## src/rtl/change_dispenser_pkg.sv

```systemverilog
// change_dispenser_pkg
//   Shared constants and types for the change dispenser:
//   main-FSM state codes that trigger a payout, the dispenser state
//   encoding, default coin denominations and the ack timeout.
package change_dispenser_pkg;

  localparam int AMT_W = 5;   // money / coin-count width

  // Main FSM states that request a payout
  localparam logic [2:0] MAIN_REFUND = 3'd2;
  localparam logic [2:0] MAIN_CHANGE = 3'd3;

  // Default denominations, largest first; the smallest must be 1
  localparam int DEF_DEN0 = 10;
  localparam int DEF_DEN1 = 5;
  localparam int DEF_DEN2 = 2;
  localparam int DEF_DEN3 = 1;

  // Cycles allowed for coinAck per coin (8-bit counter)
  localparam int DEF_ACK_TIMEOUT = 255;

  typedef enum logic [2:0] {
    ST_IDLE  = 3'd0,
    ST_OFFER = 3'd1,
    ST_DONE  = 3'd2,
    ST_HOLD  = 3'd3,
    ST_ERROR = 3'd4
  } state_t;

endpackage

```

## src/rtl/change_dispenser_if.sv

```systemverilog
// change_dispenser_if
//   Bundle between the main FSM / coin actuator and the dispenser.
//   master : main FSM + actuator side (drives mainState, moneyToGive, coinAck)
//   slave  : dispenser side (drives coin offer and status outputs)
interface change_dispenser_if;
  import change_dispenser_pkg::*;

  logic [2:0]       mainState;
  logic [AMT_W-1:0] moneyToGive;
  logic             coinAck;
  logic             coinValid;
  logic [AMT_W-1:0] coinValue;
  logic [AMT_W-1:0] remaining;
  logic [AMT_W-1:0] coinsOut;
  logic             busy;
  logic             done;
  logic             error;

  modport master (
    output mainState, moneyToGive, coinAck,
    input  coinValid, coinValue, remaining, coinsOut, busy, done, error
  );

  modport slave (
    input  mainState, moneyToGive, coinAck,
    output coinValid, coinValue, remaining, coinsOut, busy, done, error
  );

endinterface

```

## src/rtl/change_dispenser_denom_select.sv

```systemverilog
// change_dispenser_denom_select
//   Combinational greedy picker: returns the largest denomination that
//   does not exceed the amount still owed, or 0 when nothing fits.
//   i_remaining : amount still owed
//   o_coin      : denomination to offer next
module change_dispenser_denom_select
  import change_dispenser_pkg::*;
#(
  parameter int DEN0 = DEF_DEN0,
  parameter int DEN1 = DEF_DEN1,
  parameter int DEN2 = DEF_DEN2,
  parameter int DEN3 = DEF_DEN3
) (
  input  logic [AMT_W-1:0] i_remaining,
  output logic [AMT_W-1:0] o_coin
);

  localparam logic [AMT_W-1:0] DENS [4] = '{
    AMT_W'(DEN0), AMT_W'(DEN1), AMT_W'(DEN2), AMT_W'(DEN3)
  };

  logic [3:0] w_fit;

  for (genvar gi = 0; gi < 4; gi++) begin : g_fit
    assign w_fit[gi] = (i_remaining >= DENS[gi]);
  end

  // Scan smallest to largest so the largest fitting coin wins last
  always_comb begin
    o_coin = '0;
    for (int i = 3; i >= 0; i--) begin
      if (w_fit[i]) o_coin = DENS[i];
    end
  end

endmodule

```

## src/rtl/change_dispenser.sv

```systemverilog
// change_dispenser
//   Pays out an amount as a sequence of coins, largest first, with one
//   valid/ack handshake per coin. Refund and change payouts are identical.
//   clk   : system clock, rising edge
//   reset : synchronous, active-high
//   bus   : slave side of change_dispenser_if
//           in : mainState, moneyToGive, coinAck
//           out: coinValid, coinValue, remaining, coinsOut, busy, done, error
module change_dispenser
  import change_dispenser_pkg::*;
#(
  parameter int DEN0        = DEF_DEN0,
  parameter int DEN1        = DEF_DEN1,
  parameter int DEN2        = DEF_DEN2,
  parameter int DEN3        = DEF_DEN3,
  parameter int ACK_TIMEOUT = DEF_ACK_TIMEOUT
) (
  input  logic                clk,
  input  logic                reset,
  change_dispenser_if.slave   bus
);

  state_t           r_state;
  logic [AMT_W-1:0] r_remaining;
  logic [AMT_W-1:0] r_coins_out;
  logic [7:0]       r_ack_cnt;
  logic             r_coin_valid;
  logic             r_busy;
  logic             r_done;
  logic             r_error;

  logic             w_active;
  logic [AMT_W-1:0] w_pick;
  logic [AMT_W-1:0] w_rem_after;
  logic [7:0]       w_cnt_inc;

  assign w_active    = (bus.mainState == MAIN_REFUND) ||
                       (bus.mainState == MAIN_CHANGE);
  assign w_rem_after = r_remaining - w_pick;
  assign w_cnt_inc   = r_ack_cnt + 8'd1;

  change_dispenser_denom_select #(
    .DEN0(DEN0), .DEN1(DEN1), .DEN2(DEN2), .DEN3(DEN3)
  ) u_denom_select (
    .i_remaining (r_remaining),
    .o_coin      (w_pick)
  );

  always_ff @(posedge clk) begin
    if (reset) begin
      r_state      <= ST_IDLE;
      r_remaining  <= '0;
      r_coins_out  <= '0;
      r_ack_cnt    <= '0;
      r_coin_valid <= 1'b0;
      r_busy       <= 1'b0;
      r_done       <= 1'b0;
      r_error      <= 1'b0;
    end else begin
      r_done <= 1'b0;
      unique case (r_state)
        ST_IDLE: begin
          if (w_active) begin
            r_remaining <= bus.moneyToGive;
            r_coins_out <= '0;
            r_ack_cnt   <= '0;
            if (bus.moneyToGive == '0) begin
              r_state <= ST_DONE;
              r_done  <= 1'b1;
            end else begin
              r_state      <= ST_OFFER;
              r_coin_valid <= 1'b1;
              r_busy       <= 1'b1;
            end
          end
        end

        ST_OFFER: begin
          if (!w_active) begin
            // Abort wins over a coincident ack; totals keep last values
            r_state      <= ST_IDLE;
            r_coin_valid <= 1'b0;
            r_busy       <= 1'b0;
          end else if (bus.coinAck) begin
            r_remaining <= w_rem_after;
            r_coins_out <= r_coins_out + AMT_W'(1);
            r_ack_cnt   <= '0;
            if (w_rem_after == '0) begin
              r_state      <= ST_DONE;
              r_coin_valid <= 1'b0;
              r_busy       <= 1'b0;
              r_done       <= 1'b1;
            end
          end else begin
            r_ack_cnt <= w_cnt_inc;
            if (w_cnt_inc == 8'(ACK_TIMEOUT)) begin
              r_state      <= ST_ERROR;
              r_coin_valid <= 1'b0;
              r_busy       <= 1'b0;
              r_error      <= 1'b1;
            end
          end
        end

        // done was raised on entry; it drops here after one cycle
        ST_DONE: r_state <= ST_HOLD;

        // Block a second payout until the main FSM leaves refund/change
        ST_HOLD: begin
          if (!w_active) r_state <= ST_IDLE;
        end

        ST_ERROR: begin
          if (!w_active) begin
            r_state   <= ST_IDLE;
            r_error   <= 1'b0;
            r_ack_cnt <= '0;
          end
        end

        default: begin
          r_state      <= ST_IDLE;
          r_coin_valid <= 1'b0;
          r_busy       <= 1'b0;
          r_error      <= 1'b0;
        end
      endcase
    end
  end

  // Picker output is only presented while an offer is live
  assign bus.coinValue = r_coin_valid ? w_pick : '0;
  assign bus.coinValid = r_coin_valid;
  assign bus.remaining = r_remaining;
  assign bus.coinsOut  = r_coins_out;
  assign bus.busy      = r_busy;
  assign bus.done      = r_done;
  assign bus.error     = r_error;

endmodule
```

## src/flat_wrapper.sv

```systemverilog
// flat-port wrapper written by rule: the top's interface ports become plain ports
module change_dispenser_flat import change_dispenser_pkg::*;
#(
  parameter int DEN0        = DEF_DEN0,
  parameter int DEN1        = DEF_DEN1,
  parameter int DEN2        = DEF_DEN2,
  parameter int DEN3        = DEF_DEN3,
  parameter int ACK_TIMEOUT = DEF_ACK_TIMEOUT
)
  (clk, reset, bus_mainState, bus_moneyToGive, bus_coinAck, bus_coinValid, bus_coinValue, bus_remaining, bus_coinsOut, bus_busy, bus_done, bus_error);
  change_dispenser_if bus_i ();
  input  logic clk;
  input  logic reset;
  input wire logic [$bits(bus_i.mainState)-1:0] bus_mainState;
  input wire logic [$bits(bus_i.moneyToGive)-1:0] bus_moneyToGive;
  input wire logic [$bits(bus_i.coinAck)-1:0] bus_coinAck;
  output wire logic [$bits(bus_i.coinValid)-1:0] bus_coinValid;
  output wire logic [$bits(bus_i.coinValue)-1:0] bus_coinValue;
  output wire logic [$bits(bus_i.remaining)-1:0] bus_remaining;
  output wire logic [$bits(bus_i.coinsOut)-1:0] bus_coinsOut;
  output wire logic [$bits(bus_i.busy)-1:0] bus_busy;
  output wire logic [$bits(bus_i.done)-1:0] bus_done;
  output wire logic [$bits(bus_i.error)-1:0] bus_error;
  assign bus_i.mainState = bus_mainState;
  assign bus_i.moneyToGive = bus_moneyToGive;
  assign bus_i.coinAck = bus_coinAck;
  assign bus_coinValid = bus_i.coinValid;
  assign bus_coinValue = bus_i.coinValue;
  assign bus_remaining = bus_i.remaining;
  assign bus_coinsOut = bus_i.coinsOut;
  assign bus_busy = bus_i.busy;
  assign bus_done = bus_i.done;
  assign bus_error = bus_i.error;
  change_dispenser #(.DEN0(DEN0), .DEN1(DEN1), .DEN2(DEN2), .DEN3(DEN3), .ACK_TIMEOUT(ACK_TIMEOUT)) u_core (.clk(clk), .reset(reset), .bus(bus_i));
endmodule
```

## config.mk

```make
export PLATFORM = sky130hd
export DESIGN_NAME = change_dispenser_flat
export DESIGN_NICKNAME = d
export VERILOG_FILES = /design/src/rtl/change_dispenser_pkg.sv /design/src/rtl/change_dispenser_if.sv /design/src/rtl/change_dispenser_denom_select.sv /design/src/rtl/change_dispenser.sv /design/src/flat_wrapper.sv
export SDC_FILE = /design/constraint.sdc
export NUM_CORES = 1
export LEC_CHECK = 0
export ABC_CLOCK_PERIOD_IN_PS = 4400
export CORE_AREA = 2 2 61 63
export DETAILED_ROUTE_END_ITERATION = 7
export DIE_AREA = 0 0 63 65
export DONT_BUFFER_PORTS = 1
export PLACE_DENSITY_LB_ADDON = 0.2
export SYNTH_ARGS = -nofsm -noshare
export SYNTH_HDL_FRONTEND = slang
export SYNTH_SLANG_ARGS = --single-unit
```

## constraint.sdc

```tcl
create_clock -name clk -period 4.4 [get_ports clk]
set_clock_uncertainty 0.05 [all_clocks]
set_input_delay 0.88 -clock clk [delete_from_list [all_inputs] [get_ports clk]]
set_output_delay 0.88 -clock clk [all_outputs]
set_load 0.02 [all_outputs]
```

### After elaboration in Yosys (flattened, before gate mapping)

Cells that the tools add are included.

* add/sub/neg operators: 3
* magnitude comparators: 4
* equal/unequal tests: 17
* multiplexer cells: 44
* bitwise operators: 2
* reductions and logical operators: 14

Operators by type and width (number)
* 5-bit 2-to-1 mux: 10
* 8-bit 2-to-1 mux: 4
* 8-bit case mux with 3 select lines: 1
* 5-bit case mux with 2 select lines: 2
* 3-bit 2-to-1 mux: 6
* 1-bit 2-to-1 mux: 16
* 3-bit by 2-bit equality test with 1-bit output (second input constant): 4
* 3-bit case mux with 4 select lines: 1
* 4-bit AND reduction: 3
* 5-bit zero test: 2
* 2-bit != test (second input constant): 5
* 5-bit AND reduction: 2
* 8-bit by 1-bit adder with 8-bit output (second input constant): 1
* 8-bit equality test (second input constant): 1
* 4-bit != test (second input constant): 2
* 2-bit by 1-bit != test with 1-bit output (second input constant): 3
* 1-bit case mux with 3 select lines: 2
* 3-bit OR reduction: 2
* 5-bit by 1-bit adder with 5-bit output (second input constant): 1
* 5-bit by 1-bit greater-or-equal comparator with 1-bit output (second input constant): 1
* 5-bit by 2-bit greater-or-equal comparator with 1-bit output (second input constant): 1
* 5-bit by 3-bit greater-or-equal comparator with 1-bit output (second input constant): 1
* 5-bit by 4-bit greater-or-equal comparator with 1-bit output (second input constant): 1
* 5-bit subtractor: 1
* other kinds (10): 11

* flip-flop bits (word level): 24
* input bits: 11
* output and inout bits: 19
* word-level logic and storage cells: 91

### Depth between registers and ports, before layout

* depth after elaboration: 11
* mapped depth: 12
* depth with buffers taken out: 12

### Hierarchy

Synthesis repeated with hierarchy kept, for this count alone.

* cell total of the unflattened synthesis: 213
* area total of the unflattened synthesis: 1640.3 um^2

Modules (own cells, without submodules)
* change_dispenser: times used 1, cells each 198, area each 1560.2 um^2, seq. area each 480.5 um^2
* change_dispenser_denom_select: times used 1, cells each 15, area each 80.1 um^2, seq. area each 0.0 um^2

### Worst setup path before layout

No wires, ideal clock.

* path kind: reg2reg
* start: reg u_core.r_remaining[1], in the netlist u_core.bus.remaining[1]
* end: reg u_core.r_state[0]
* library setup time: 0.072 ns
* data arrival time: 2.699 ns
* required time: 4.278 ns
* setup slack: 1.579 ns
* stages on the path, launching flop included: 12
* path buffers: 0
* period minus slack after synthesis: 2.821 ns
* path through: dfxtp_1 > nor2_1 > a21oi_1 > a211oi_1 > ha_1 > fa_1 > xor2_1 > nand4_1 > mux2_2 > o211ai_2 > nor3b_4 > mux2i_1

* word-level cells in the longest chain between the ends: 9
* elaborated cells between the ends (all ways): 12
* classes of those cells: 1 x add/sub; 4 x order compare; 1 x eq/ne; 4 x mux; 2 x reduce/logical

Ends and longest elaborated chain
* from (decl): RTL line change_dispenser.sv:24 `logic [AMT_W-1:0] r_remaining;`
* from (signal assigned): RTL line change_dispenser.sv:64 `r_remaining <= bus.moneyToGive;`
* from (signal assigned): RTL line change_dispenser.sv:85 `r_remaining <= w_rem_after;`
* 5-bit by 1-bit greater-or-equal comparator with 1-bit output: RTL line change_dispenser_denom_select.sv:25 `assign w_fit[gi] = (i_remaining >= DENS[gi]);`
* 1-bit 2-to-1 mux: RTL line change_dispenser_denom_select.sv:32 `if (w_fit[i]) o_coin = DENS[i];`
* 5-bit 2-to-1 mux (3 in series): RTL line change_dispenser_denom_select.sv:32
* 5-bit subtractor *: RTL line change_dispenser.sv:39 `assign w_rem_after = r_remaining - w_pick;`
* 5-bit zero test *: RTL line change_dispenser.sv:88 `if (w_rem_after == '0) begin`
* 4-bit != test (no line) *
* 4-bit AND reduction (no line) *
* to (signal assigned): RTL line change_dispenser.sv:51 `r_state <= ST_IDLE;`
* to (signal assigned): RTL line change_dispenser.sv:89 `r_state <= ST_DONE;`
* to (signal assigned): RTL line change_dispenser.sv:97 `r_state <= ST_ERROR;`
* to (decl): RTL line change_dispenser.sv:23 `state_t r_state;`

Mark *: on every way between the ends. The rest lies on a longest branch, timed or not.
A chain may end at the register's enable or synchronous reset.

### Final worst setup path

Ends and elaborated chain as after synthesis.

==> impl_results.md <==
- Run status: finished, final reports clean
- Hold WC Path Type: flip-flop to flip-flop
- Nets@finish: 220
- PD cells: approximately 410 nW/um^2
- Seq cells post-synth: 24
- Peak Freq: 313 MHz
- Initial antenna violation count: 0
- Post-DP HPWL: 2.76 mm
- Cell Int Power: 424 uW
- Clk Latency, worst-skew pair: 330 ps
- Num CTS Buffers: 3
- Vias: 1435
- Switching share of power: 0.391
- Via density: 5.79
- Setup crit start kind: flip-flop
- GRT Overall Usage: 0.200
- Die ar.: 4100 sq um
- Async set-reset flop share out of synthesis: 0
- Clock sinks: 24
- Final Cell Area: about 1700 sq um
- Routability cong.: 0.823
- Crit path DAT: between 3000 and 4000 ps
- Share of cells above drive strength 1: 0.0850
- NetSw: 272 uW
- Final min period: 3190 ps
- # DRC: 0
- Final Hold Viols: 0
- Worst Path Required: 4620 ps
- Max rail drop VDD: 0.216 mV
- Pre-antenna DRT Iters: 4
- Static Leakage: 0.631 nW
- GRT overflow: 0
- DIE HEIGHT: 65 um
- Multi-input logic area: 1070 sq um
- Setup Buffers After CTS: 0
- Yosys top cell area share: 0.286
- Clock transition at path regs: 150 ps
- Fin Setup TNS: 0 ps
- Post-Layout Cell Count: 248
- Ports: 30
- Clock Power Share: 0.234
- Starting Density: 0.480
- Layout fillers: 382
- Post-synth EDFFs: 0
- Core box area: 3500 sq um
- Post-synthesis cell count: 211
- TritonCTS clock tree: done
- CTS Root Cell: clkbuf_4
- DR iter-0 viols: 137
- Row Count: 22
- Post-synth top cells: nor2_1, dfxtp_1, a21oi_1, nand2_1, a211oi_1
- Routed WL per cell: around 15 um
- Register Area: 480 sq um
- Main synth FF type: dfxtp_1
- Detailed Route WL: ~3.7 mm
- Syn avg cell area: 7.96 sq um
- Max FO, Critical Path: 6
- Syn Std Cell Area: 1680 sq um
- Hold-fix buffers, CTS: 0
- H-tree depth: 1
- PortBufs: 0
- Slew Viols, Final: 0
- Global-route wire length before repair: 6.59 mm
- DP Cell Count: 244
- Synth unique cells: 54
- Comb power frac: 0.358
- Total of max-cap violations: 0
- Net Count, Synth: 230
- Max Buffers Root-to-Sink: 2
- Worst setup path class: flip-flop to flip-flop
- RSZ-0062 raised after global routing: no
- Synth area leaders: dfxtp_1, nor2_1, a21oi_1
- Slew @ Worst Pin: 762 ps
- Overall power: 697 uW
- Post_cts resized: 0
- Post-route clock period utilization: 0.725
- Largest area contributor in the netlist: dfxtp_1
- Largest net degree at the start of global routing: 25
- Synthesis-to-layout area growth: 0.745%
- Count leader, synth: nor2_1
- Antenna-violating nets left: 0
- Die width: 63 um
- Slew HR: 0.491
- Yosys warns: 0
- Final Util: 0.484
- # diodes: 0
- CP Capture Type: flip-flop
- Number of global-route vias before repair: 1446
- Sequential element share of the synthesized area: 0.286
- Reg power frac: 0.407
- Placed instance area: around 1600 sq um
- Final Setup Violations: 0
[kinds of logic (layout without fill, tap and decap cells)]
group                    Yosys count  count (layout)  synth area share
flip-flops                        24              24             0.286
buffers and inverters             22              11            0.0753
adder cells (fa/ha/maj)            8               8            0.0641
XOR/XNOR                           6               6            0.0313
AO/OA/AOI/OAI                     55              55             0.230
AND/OR/NAND/NOR                   91              91             0.283
multiplexers                       4               4            0.0276
other                              1               1           0.00223
[power by group through the flow]
stage,Clock (mW),Sequential (mW),Combinational [mW]
global placement,0,0.288,0.238
detailed placement,0,0.289,0.248
floorplan,0,0.267,0.240
CTS,0.166,0.284,0.250
global route,0.177,0.290,0.285
finish,0.163,0.284,0.250
[placed cells by master, fill, tap and decap left out, types with 6 or more instances in the layout]
cell type  count
o21ai_0        7
dfxtp_1       24
a21oi_1       19
inv_1          7
nand2b_1       6
nor2_1        38
ha_1           7
nand2_1       10
a211oi_1       9
nor3_1         6
[per-stage QoR]
step | setup WS (ps) | hold slack, ps
2_1_floorplan | 1580 | 397
3_3_place_gp | 1290 | 408
3_5_place_dp | 1210 | 422
4_1_cts | 1210 | 444
5_1_grt | 867 | 469
6_report | 1210 | 442
[sequential cells by signal, indices dropped and copies added, names as in the netlist]
| name | flops |
|---|---|
| u_core.bus.coinsOut | 5 |
| u_core.bus.busy | 1 |
| u_core.bus.done | 1 |
| u_core.r_ack_cnt | 8 |
| u_core.bus.error | 1 |
| u_core.bus.remaining | 5 |
| u_core.r_state | 3 |
[final timing paths]
kind / from / end / slack (ps) / cells after the start
hold reg to reg: u_core.r_ack_cnt[7] / u_core.r_ack_cnt[7] / 440 / 1
setup / recovery: u_core.bus.remaining[1] / u_core.r_state[0] / 1210 / 12
setup reg to reg: u_core.bus.remaining[1] / u_core.r_state[0] / 1210 / 12
hold / removal: u_core.r_ack_cnt[7] / u_core.r_ack_cnt[7] / 440 / 1
[metal layers]
layer	vias to the layer above	track usage	wire length, um
met3	4	0.0295	118
li1	731	-	-
met2	21	0.367	1920
met1	679	0.241	1620
met5	-	0	0
met4	0	0.0556	34
[worst max-delay path: stages (launching register included)]
cell and delay (ps):
dfxtp_1 570, o21ai_0 120, nor2_1 140, a21oi_1 70
a211oi_1 340, ha_1 260, fa_1 220, nand2b_1 110
o2bb2ai_1 180, mux2_2 390, o211ai_2 210, nor3b_4 280
mux2i_1 210
[layout make-up]
class,count,share of cell area
clock buffers,3,0.0133
flip-flops and latches,24,0.284
multi-input cells,165,0.634
inverters,7,0.0155
clock inverters,1,0.0178
well taps,48,0.0355
Note: power is estimated with default switching activity, not from simulation.
